<file path="config.mk">
export PLATFORM = sky130hd
export DESIGN_NAME = irq_relay
export DESIGN_NICKNAME = d
export VERILOG_FILES = /design/src/rtl/irq_relay.sv
export SDC_FILE = /design/constraint.sdc
export NUM_CORES = 1
export LEC_CHECK = 0
export ABC_AREA = 1
export BUFFER_PORTS_ARGS = -buffer_cell sky130_fd_sc_hd__buf_4
export CORE_MARGIN = 3
export CORE_UTILIZATION = 45
export DETAILED_ROUTE_END_ITERATION = 10
export HOLD_SLACK_MARGIN = 0.06
export PLACE_DENSITY = 0.73
export SETUP_SLACK_MARGIN = 0.05
export SLEW_MARGIN = 20
export SYNTH_ARGS = -nofsm -noshare
export SYNTH_HDL_FRONTEND = slang
export SYNTH_SLANG_ARGS = --single-unit
</file>
<file path="constraint.sdc">
create_clock -name clk -period 3 [get_ports clk]
set_input_delay 0.45 -clock clk [delete_from_list [all_inputs] [get_ports clk]]
set_output_delay 0.45 -clock clk [all_outputs]
set_load 0.02 [all_outputs]
</file>
<file path="src/rtl/irq_relay.sv">
// irq_relay: loopback channel between a CPU model's IRQ output and IRQ input.
// Every change on i_irq is captured into a FIFO in order. The changes are
// replayed on o_irq, and consecutive output values are kept at least MIN_HOLD
// cycles apart.
//
// Parameters
//   DEPTH      FIFO entries (power of two, >= 2)
//   MIN_HOLD   minimum cycles each emitted value stays on o_irq (>= 1)
// Ports
//   clk        single clock, all state updates on posedge
//   rst_n      asynchronous active-low reset
//   i_irq      IRQ word from the producer
//   i_stall    blocks new emissions while high; capture continues
//   o_irq      replayed IRQ word
//   o_level    FIFO occupancy, 0..DEPTH
//   o_count    number of values emitted since reset (wraps)
//   o_overflow sticky, set when a change is dropped on a full FIFO
//
// Emit FSM
//   state | meaning
//   IDLE  | may pop the head onto o_irq when FIFO not empty and not stalled
//   HOLD  | holding the last emitted value until hold_cnt reaches 0
module irq_relay #(
  parameter int DEPTH    = 8,
  parameter int MIN_HOLD = 1
) (
  input  logic                       clk,
  input  logic                       rst_n,
  input  logic [31:0]                i_irq,
  input  logic                       i_stall,
  output logic [31:0]                o_irq,
  output logic [$clog2(DEPTH):0]     o_level,
  output logic [31:0]                o_count,
  output logic                       o_overflow
);

  localparam int AW = $clog2(DEPTH);
  localparam int LW = AW + 1;
  localparam int HW = (MIN_HOLD > 1) ? $clog2(MIN_HOLD) : 1;

  localparam logic [LW-1:0] FULL_LVL  = LW'(DEPTH);
  localparam logic [HW-1:0] HOLD_LOAD = HW'(MIN_HOLD - 1);

  typedef enum logic {
    IDLE = 1'b0,
    HOLD = 1'b1
  } state_t;

  state_t          state;
  logic [HW-1:0]   hold_cnt;
  logic [31:0]     last_in;
  logic [31:0]     mem [DEPTH];
  logic [AW-1:0]   wr_ptr;
  logic [AW-1:0]   rd_ptr;

  logic            change;
  logic            fifo_empty;
  logic            fifo_full;
  logic            pop;
  logic            push;
  logic            drop;

  always_comb begin
    change     = (i_irq != last_in);
    fifo_empty = (o_level == '0);
    fifo_full  = (o_level == FULL_LVL);
    pop        = (state == IDLE) && !fifo_empty && !i_stall;
    // A full FIFO still accepts a push when the head leaves in the same cycle.
    push       = change && (!fifo_full || pop);
    drop       = change && fifo_full && !pop;
  end

  // Storage needs no reset; the pointers and level define what is valid.
  always_ff @(posedge clk) begin
    if (push) begin
      mem[wr_ptr] <= i_irq;
    end
  end

  always_ff @(posedge clk or negedge rst_n) begin
    if (!rst_n) begin
      last_in    <= '0;
      wr_ptr     <= '0;
      rd_ptr     <= '0;
      o_level    <= '0;
      o_overflow <= 1'b0;
    end else begin
      if (change) begin
        last_in <= i_irq;
      end
      if (push) begin
        wr_ptr <= wr_ptr + AW'(1);
      end
      if (pop) begin
        rd_ptr <= rd_ptr + AW'(1);
      end
      if (push && !pop) begin
        o_level <= o_level + LW'(1);
      end else if (pop && !push) begin
        o_level <= o_level - LW'(1);
      end
      if (drop) begin
        o_overflow <= 1'b1;
      end
    end
  end

  always_ff @(posedge clk or negedge rst_n) begin
    if (!rst_n) begin
      state    <= IDLE;
      hold_cnt <= '0;
      o_irq    <= '0;
      o_count  <= '0;
    end else begin
      case (state)
        IDLE: begin
          if (pop) begin
            // When full and pushing this cycle, the write lands on the same
            // slot; the non-blocking write leaves the old head readable here.
            o_irq   <= mem[rd_ptr];
            o_count <= o_count + 32'd1;
            if (MIN_HOLD > 1) begin
              hold_cnt <= HOLD_LOAD;
              state    <= HOLD;
            end
          end
        end
        HOLD: begin
          hold_cnt <= hold_cnt - HW'(1);
          if (hold_cnt == HW'(1)) begin
            state <= IDLE;
          end
        end
        default: begin
          state    <= IDLE;
          hold_cnt <= '0;
        end
      endcase
    end
  end

endmodule

</file>
# After elaboration in Yosys (flattened, before gate mapping)
# Memories as Yosys holds them, arrays and structs flattened. A register that Yosys moved wholly into a read port is not among the register bits.
# Index checks and enable logic that the tools add are counted.
[word_totals]
ff_bits = 77
ramBits = 256
wordCells = 41
mem_count = 1
[classes]
addsub = 6
reduce_logical = 17
muxes = 6
eq_ne = 2
n_bitwise = 1
[mem_list]
columns = ["memory", "depth", "width", "read_ports", "rd_ports_with_merged_regs", "wr", "line", "source"]
rows = [
  ["mem", 8, 32, 1, 1, 1, "52", "logic [31:0] mem [DEPTH];"],
]
[ops]
columns = ["operator", "n"]
rows = [
  ["32-bit by 1-bit adder with 32-bit output, second input constant", 1],
  ["32-bit inequality test", 1],
  ["4-bit 2-to-1 mux", 2],
  ["1-bit logical AND", 7],
  ["3-bit by 1-bit adder with 3-bit output, second input constant", 2],
  ["1-bit logical NOT", 6],
  ["4-bit by 1-bit adder with 4-bit output, second input constant", 1],
  ["4-bit == test, second input constant", 1],
  ["4-bit logical NOT", 1],
  ["1-bit 2-to-1 mux", 4],
  ["4-bit by 1-bit subtractor with 4-bit output, second input constant", 1],
  ["2-bit AND reduction", 1],
  ["2-bit nonzero test", 1],
  ["1-bit logical OR", 1],
  ["1-bit inverter", 1],
  ["1-bit subtractor, second input constant", 1],
]

# Longest topological paths before layout
# Gate-level depths: netlist of the first run.
[depth]
ltp_word = 10
ltp_mapped = 19
mapped_depth_nobuf = 19

# Least setup slack after synthesis of the first run
# No wires, ideal clock.
[synth_timing]
kind = "input port to flip-flop"
start = "input i_irq[27]"
end = "memory mem[0][0], enable pin"
required_time_ns = 2.579
path_buffers = 0
slack_ns = 0.172
cell_stages = 10
arrival_time_ns = 2.407
setup_ns = 0.421
cell_sequence = "inv_1 nand2_1 nand2_1 nand2_1 nor2_1 nand2_1 nor2_1 nand2_1 nand2_1 nor2_1"
[synth_via]
elab_chain_cells = 4
[synth_rtl]
columns = ["item", "line", "source"]
rows = [
  ["from (decl)", "29", "input logic [31:0] i_irq,"],
  ["32-bit inequality test", "64", "change = (i_irq != last_in);"],
  ["1-bit logical AND", "69", "push = change && (!fifo_full || pop);"],
  ["1-bit 2-to-1 mux", "75", "if (push) begin"],
  ["1-bit 2-to-1 mux (not written as such)", "76", "mem[wr_ptr] <= i_irq;"],
  ["to (decl)", "52", ""],
]
# Every way passes these cells.

# Final worst setup path of the first run
[layout_timing]
start = "register last_in[3]"
end = "register o_level[3]"
[layout_via]
elab_chain_cells = 5
elab_cells_between_ends = 7
[layout_rtl]
columns = ["item", "line", "source"]
rows = [
  ["from (decl)", "51", "logic [31:0] last_in;"],
  ["from (signal assigned)", "89", "last_in <= i_irq;"],
  ["32-bit inequality test *", "64", ""],
  ["1-bit logical AND *", "69", ""],
  ["net push", "60", "logic push;"],
  ["1-bit logical NOT", "99", "end else if (pop && !push) begin"],
  ["1-bit logical AND", "99", ""],
  ["2-bit nonzero test (no line)", "--", ""],
  ["to (signal assigned)", "98", "o_level <= o_level + LW'(1);"],
  ["to (signal assigned)", "100", "o_level <= o_level - LW'(1);"],
  ["to (decl)", "32", "output logic [$clog2(DEPTH):0] o_level,"],
]
# The timed path passes the listed nets; every way through them passes the cells marked *.
# A chain may end at the register's enable or synchronous reset.

==> flow_metrics.py, run 1 <==
metrics = {
    "global_route": {
        "grt.overflow.total": 0,
        "antenna_found_initial": 0,
        "grt_pass1_vias": 9509,
        "grt_max_degree": 130,
        "grt_pass1_wl_um": 53400,
        "groute.usage.overall_pct": 19.0,
    },
    "finish": {
        "area.sequential_um2": 10400,
        "nNetsFinal": 1414,
        "area_growth_pct": 17.4,
        "fill_cells": 2659,
        "multi_input_area_um2": 4020,
        "final_cell_mix": "edfxtp_1 (256), nor2_1 (242), nand2_1 (195), buf_4 (123), o21ai_0 (117)",
        "fin_util_pct": 53.8,
        "final_common_cell": "edfxtp_1",
        "drive_above_1_share_pct": 15.8,
    },
    "placement": {
        "dp_hpwl_um": 19500,
        "port-buffer-count": 103,
        "gp_congestion": 0.882,
    },
    "timing": {
        "hold-worst-slack_ns": 0.104,
        "skew_ns": 0.0170,
        "setup_viol": 0,
        "post-route-period-util_pct": 88.3,
        "fmax_mhz": 378,
        "relSlewSlack_pct": 38.4,
        "rsz0062_at_grt": "false",
        "fin_crit_ns": 2.65,
        "maxSlewViolCount": 0,
        "final_hold_viol_count": 0,
        "setup_tns_ns": 0,
        "tightest_slew_ns": 0.921,
    },
    "min_path": {
        "min_path_type": "primary input to flip-flop",
    },
    "clocking": {
        "h-tree-depth": 2,
        "cts_buffers": 39,
        "clock_latency_ns": 0.52,
        "clk_path_buf_depth": 3,
        "cts-root-buf": "clkbuf_16",
        "clkSlewWorstSetupHoldPaths_ns": 0.06,
        "cts_tree": "yes",
        "clkSinkCount": 365,
    },
    "critical_path": {
        "path_delay_family": "simple AND/OR/NAND/NOR gates",
        "cp_num_buf_inv": 2,
        "cp-end-kind": "flip-flop",
        "crit_required_ns": 3.40,
        "worstPathArrival_ns": 3.05,
        "startpoint_type": "flip-flop",
        "path_cells": "xnor2_1, nand2_1, nor2_1, nand2_1, nor2_1, nand2_1, nand2_2, inv_1, ha_1, inv_1, ha_1, a21o_1, a21oi_1, nand2_1, nand2_1, nor2_1, xor2_1",
        "crit_type": "flip-flop to flip-flop",
        "cpMaxStageDelayCell": "dfrtp_1",
        "crit_fanout": 5,
        "cpMostUsedCell": "nand2_1",
        "critPathMaxStageDelay_ns": 0.37,
    },
    "status": {
        "outcome": "finished, final reports clean",
    },
    "detailed_routing": {
        "via_per_inst": 5.28,
        "dr_total_vias": 9728,
        "drtIter0Drc": 924,
        "ant_nets": 0,
        "drcViolationCount": 0,
        "routed_wl_um": 33700,
        "detail_route.first_pass.iterations": 5,
        "wl_per_cell_um": 18.3,
    },
    "floorplan": {
        "die_y_um": 188,
        "io_pins": 104,
        "rows": 66,
        "start_util_pct": 45.8,
        "die_area_um2": 35400,
        "die_x_um": 188,
        "coreArea_um2": 32600,
    },
    "synthesis": {
        "syn_area_um2": 15000,
        "syn_inst": 1287,
        "syn_area_per_cell_um2": 11.6,
        "yosys_warnings": 0,
        "synth_area_leaders": "edfxtp_1 (51%), dfrtp_1 (18%), nor2_1 (6.3%)",
        "yosysUniqueCellTypes": 38,
        "yosysTopAreaCell": "edfxtp_1",
        "syn-num-nets": 1329,
        "ys_ff_latch": 365,
        "synth.top_cell.area_share_pct": 51.4,
        "yosysSeqAreaShare_pct": 69.7,
    },
    "pwr": {
        "finalPower_mw": 17.5,
        "p_per_area_nw_per_um2": 1000,
        "p_leak_nw": 6.68,
        "vdd_drop_max_mv": 0.667,
    },
    "job": {
        "maxCapViolCount": 0,
    },
}
## flip-flops by register name, summed over array words and instances, names as in the netlist
signal,count
hold_cnt,1
last_in,32
mem,256
o_count,32
o_irq,32
o_level,4
o_overflow,1
rd_ptr,3
state,1
wr_ptr,3
## worst register-to-register path: cells and delay by family (launching register included)
family	cells	cell delay [ns]
AO/OA/AOI/OAI	2	0.34
XOR/XNOR	2	0.36
adder cells (fa/ha/maj)	2	0.47
buffers and inverters	2	0.18
flip-flops	1	0.37
AND/OR/NAND/NOR	9	0.82
## repair_timing
item | in CTS | in global routing
endpoints found under the setup margin | 0 | 1
setup buffers | 0 | 0
resized for setup | 0 | 2
hold buffers | 1 | 0
hold endpoints to repair | 49 | 0
## per-layer routing
layer	share of wire, %	wire length (um)	GRT usage, %	up-vias
li1	-	-	-	4579
met1	43	14400	25.9	4732
met2	47	15900	31.6	347
met3	7.6	2570	3.53	70
met4	2.5	852	5.17	0
met5	0	0	0	-
## path summary, 6_finish.rpt
kind	startpoint	end	slack (ns)	cells past startpoint
worst max-delay path	last_in[3]	o_level[3]	0.35	17
min in group asynchronous	rst_n	o_irq[23]	0.54	2
worst max register to register	last_in[3]	o_level[3]	0.35	17
max in group asynchronous	rst_n	o_count[17]	1.71	3
worst min register to register	hold_cnt	state	0.45	1
worst min-delay path	i_irq[9]	last_in[9]	0.10	1
## final cells by class
| type | instances | share of cell area, % |
|---|---|---|
| Timing Repair Buffer | 133 | 6.35 |
| Antenna cell | 1 | 0.0143 |
| Multi-Input combinational cell | 788 | 22.9 |
| Inverter | 45 | 0.970 |
| Sequential cell | 365 | 59.4 |
| Clock inverter | 17 | 1.17 |
| Tap cell | 442 | 3.15 |
| Clock buffer | 53 | 6.03 |
## cells by family (layout without fill, tap and decap cells)
kind of cell	after synthesis	after routing	share of synthesized area, %
and+or+nand+nor	520	520	14.5
DFF	365	365	69.7
AOI/OAI and AO/OA	204	204	7.99
buffers and inverters	134	248	3.90
xor gates and xnor gates	57	57	3.34
adders and majority gates	7	7	0.636
other	0	1	0
## per-stage QoR
step	setup WS (ns)	std cells	cell area (um^2)
2_1_floorplan	0.172	1287	15000
3_5_place_dp	0.0595	1772	16300
5_1_grt	0.0795	1843	17500
4_1_cts	0.292	1843	17500
3_3_place_gp	0.126	1772	16300
6_report	0.351	1844	17500
## Yosys cell counts, drive strengths merged
cell type,n
nor3,6
clkbuf,57
fa,1
nand4,6
inv,45
nor3b,1
nand3b,2
edfxtp,256
nand3,47
dfrtp,109
a31oi,1
o32ai,6
xor2,20
o21ai,142
a21oi,1
nor2,258
a21o,2
buf,32
ha,6
o211ai,52
xnor2,37
nor4,1
nand2,199
## power breakdown
group	internal (mW)	switching (mW)	total, mW
Combinational	1.77	3.55	5.32
Sequential	6.84	0.651	7.49
Clock	2.83	1.90	4.73
Total	11.4	6.10	17.5
Note: power is estimated with default switching activity, not from simulation.
==> run 2, diff against run 1 <==
--- a/config.mk
+++ b/config.mk
@@ -12,7 +12,7 @@
 export DETAILED_ROUTE_END_ITERATION = 10
 export HOLD_SLACK_MARGIN = 0.06
 export PLACE_DENSITY = 0.73
-export SETUP_SLACK_MARGIN = 0.05
+export SETUP_SLACK_MARGIN = 0.5
 export SLEW_MARGIN = 20
 export SYNTH_ARGS = -nofsm -noshare
 export SYNTH_HDL_FRONTEND = slang
==> constraint.sdc (replaced) <==
create_clock -name clk -period 3.1 [get_ports clk]
set_input_delay 0.465 -clock clk [delete_from_list [all_inputs] [get_ports clk]]
set_output_delay 0.465 -clock clk [all_outputs]
set_load 0.02 [all_outputs]
==> run 2 against run 1 <==
Net effect:
- sequential share of layout area up 0.31 points
- largest power group unchanged
- via count up 1.4%
- clock skew down 0.0016 ns
- non-clock buffer count up 1
- core utilization down 0.28 points
- critical path type unchanged
- wire length up 1.6%
- first-iteration DRC count down 5.7%
==> flow_metrics.py, run 2 (synthesized netlist as in run 1, its figures left out) <==
metrics = {
    "status": {
        "outcome": "finished, final reports clean",
    },
    "finish": {
        "regMostFlops": "mem",
        "final_cell_mix": "edfxtp_1 (256), nor2_1 (239), nand2_1 (194), buf_4 (127), o21ai_0 (117)",
        "nNetsFinal": 1415,
        "final_cell_area_um2": 17500,
        "area_growth_pct": 16.7,
        "fin_util_pct": 53.5,
        "largest_register_ffs": 256,
        "area.sequential_um2": 10400,
        "multi_input_area_um2": 4060,
        "drive_above_1_share_pct": 16.3,
        "final_common_cell": "edfxtp_1",
        "fill_cells": 2702,
    },
    "floorplan": {
        "io_pins": 104,
        "rows": 66,
        "coreArea_um2": 32600,
        "die_area_um2": 35400,
        "start_util_pct": 45.8,
        "die_x_um": 188,
        "die_y_um": 188,
    },
    "placement": {
        "dpl_cell_area_um2": 16200,
        "dp_hpwl_um": 19400,
        "gp_congestion": 0.872,
        "port-buffer-count": 103,
    },
    "clocking": {
        "cts-root-buf": "clkbuf_16",
        "clkSinkCount": 365,
        "cts_buffers": 38,
        "h-tree-depth": 2,
        "cts_hold_buffers": 0,
        "clk_path_buf_depth": 3,
        "cts_tree": "yes",
        "clkSlewWorstSetupHoldPaths_ns": 0.06,
        "clock_latency_ns": 0.54,
    },
    "global_route": {
        "antenna_found_initial": 1,
        "grt.overflow.total": 0,
        "grt_pass1_wl_um": 53700,
        "grt_max_degree": 130,
        "groute.usage.overall_pct": 19.2,
        "grt_pass1_vias": 9416,
    },
    "critical_path": {
        "critPathMaxStageDelay_ns": 0.37,
        "cpMostUsedCell": "nand2_1",
        "crit_type": "flip-flop to flip-flop",
        "cpMaxStageDelayCell": "dfrtp_1",
        "rrSetupSlack_ns": 0.62,
        "worstPathArrival_ns": 2.90,
        "timing.rr.start": "last_in[30]",
        "path_cells": "xnor2_1, nand2_1, nor2_2, nand2_1, nor2_1, nand2_1, nand2_2, inv_1, ha_2, inv_2, ha_1, a21o_1, a21oi_2, nand2_1, nand2_1, nor2_1, xor2_1",
        "crit_fanout": 3,
        "crit_required_ns": 3.52,
        "r2r_cells": 17,
        "startpoint_type": "flip-flop",
        "rr_endpoint": "o_level[3]",
        "cp_num_buf_inv": 2,
        "cp-end-kind": "flip-flop",
        "path_delay_family": "simple AND/OR/NAND/NOR gates",
    },
    "detailed_routing": {
        "via_per_inst": 5.35,
        "wl_per_cell_um": 18.5,
        "detail_route.first_pass.iterations": 5,
        "dr_total_vias": 9869,
        "drtIter0Drc": 871,
        "drcViolationCount": 0,
        "ant_nets": 0,
        "routed_wl_um": 34200,
    },
    "job": {
        "maxCapViolCount": 0,
    },
    "timing": {
        "fin_crit_ns": 2.48,
        "setup_viol": 0,
        "relSlewSlack_pct": 41.1,
        "post-route-period-util_pct": 80.1,
        "fmax_mhz": 403,
        "setup_tns_ns": 0,
        "rsz0062_at_grt": "true",
        "final_hold_viol_count": 0,
        "skew_ns": 0.0154,
        "hold-worst-slack_ns": 0.0433,
        "maxSlewViolCount": 0,
        "tightest_slew_ns": 0.883,
    },
    "pwr": {
        "p_per_area_nw_per_um2": 958,
        "finalPower_mw": 16.7,
        "vdd_drop_max_mv": 0.735,
        "p_leak_nw": 6.64,
    },
    "min_path": {
        "min_path_type": "primary input to async pin",
    },
}
-- run 2: worst max-delay path by stage --
| stage | slack, ns | end | cells after the start | start |
|---|---|---|---|---|
| floorplan | 0.26 | mem[0][0] | 10 | i_irq[27] |
| global placement | 0.31 | mem[7][2] | 13 | i_irq[29] |
| detailed placement | 0.24 | o_level[3] | 18 | i_irq[4] |
| CTS | 0.52 | o_level[3] | 17 | last_in[3] |
| global route | 0.41 | o_level[3] | 17 | last_in[30] |
| finish | 0.62 | o_level[3] | 17 | last_in[30] |
-- run 2: layout make-up --
type | count | share of cell area (%)
sequential | 365 | 59.7
multi-input combinational | 789 | 23.3
timing repair buffer | 134 | 6.22
clock buffer | 59 | 6.13
tap | 442 | 3.17
inverter | 45 | 0.975
clock inverter | 11 | 0.538
antenna | 1 | 0.0143
-- run 2: where the power goes --
| part | switching [mW] | internal (mW) |
|---|---|---|
| Clock | 1.85 | 2.41 |
| Sequential | 0.576 | 6.62 |
| Combinational | 3.56 | 1.71 |
| Total | 5.98 | 10.7 |
-- run 2: metal layers --
| metal | GRT usage, % | wire (um) | vias up |
|---|---|---|---|
| met1 | 27.2 | 14800 | 4846 |
| met5 | 0 | 0 | - |
| met2 | 30.6 | 16000 | 377 |
| met3 | 3.37 | 2490 | 74 |
| met4 | 6.23 | 932 | 0 |
| li1 | - | - | 4572 |
-- run 2: timing repair --
action / 4_1_cts / 5_1_grt
hold endpoints to repair: 0 / 0
gates resized for setup: 4 / 7
cloned: 0 / 1
pin swaps: 0 / 16
buffers inserted: 0 / 5
endpoints found under the setup margin: 1 / 27
-- run 2: metrics by stage --
| step | instances | setup slack, ns |
|---|---|---|
| 2_1_floorplan | 1287 | 0.257 |
| 3_3_place_gp | 1769 | 0.308 |
| 3_5_place_dp | 1769 | 0.242 |
| 4_1_cts | 1839 | 0.519 |
| 5_1_grt | 1846 | 0.406 |
| 6_report | 1846 | 0.616 |
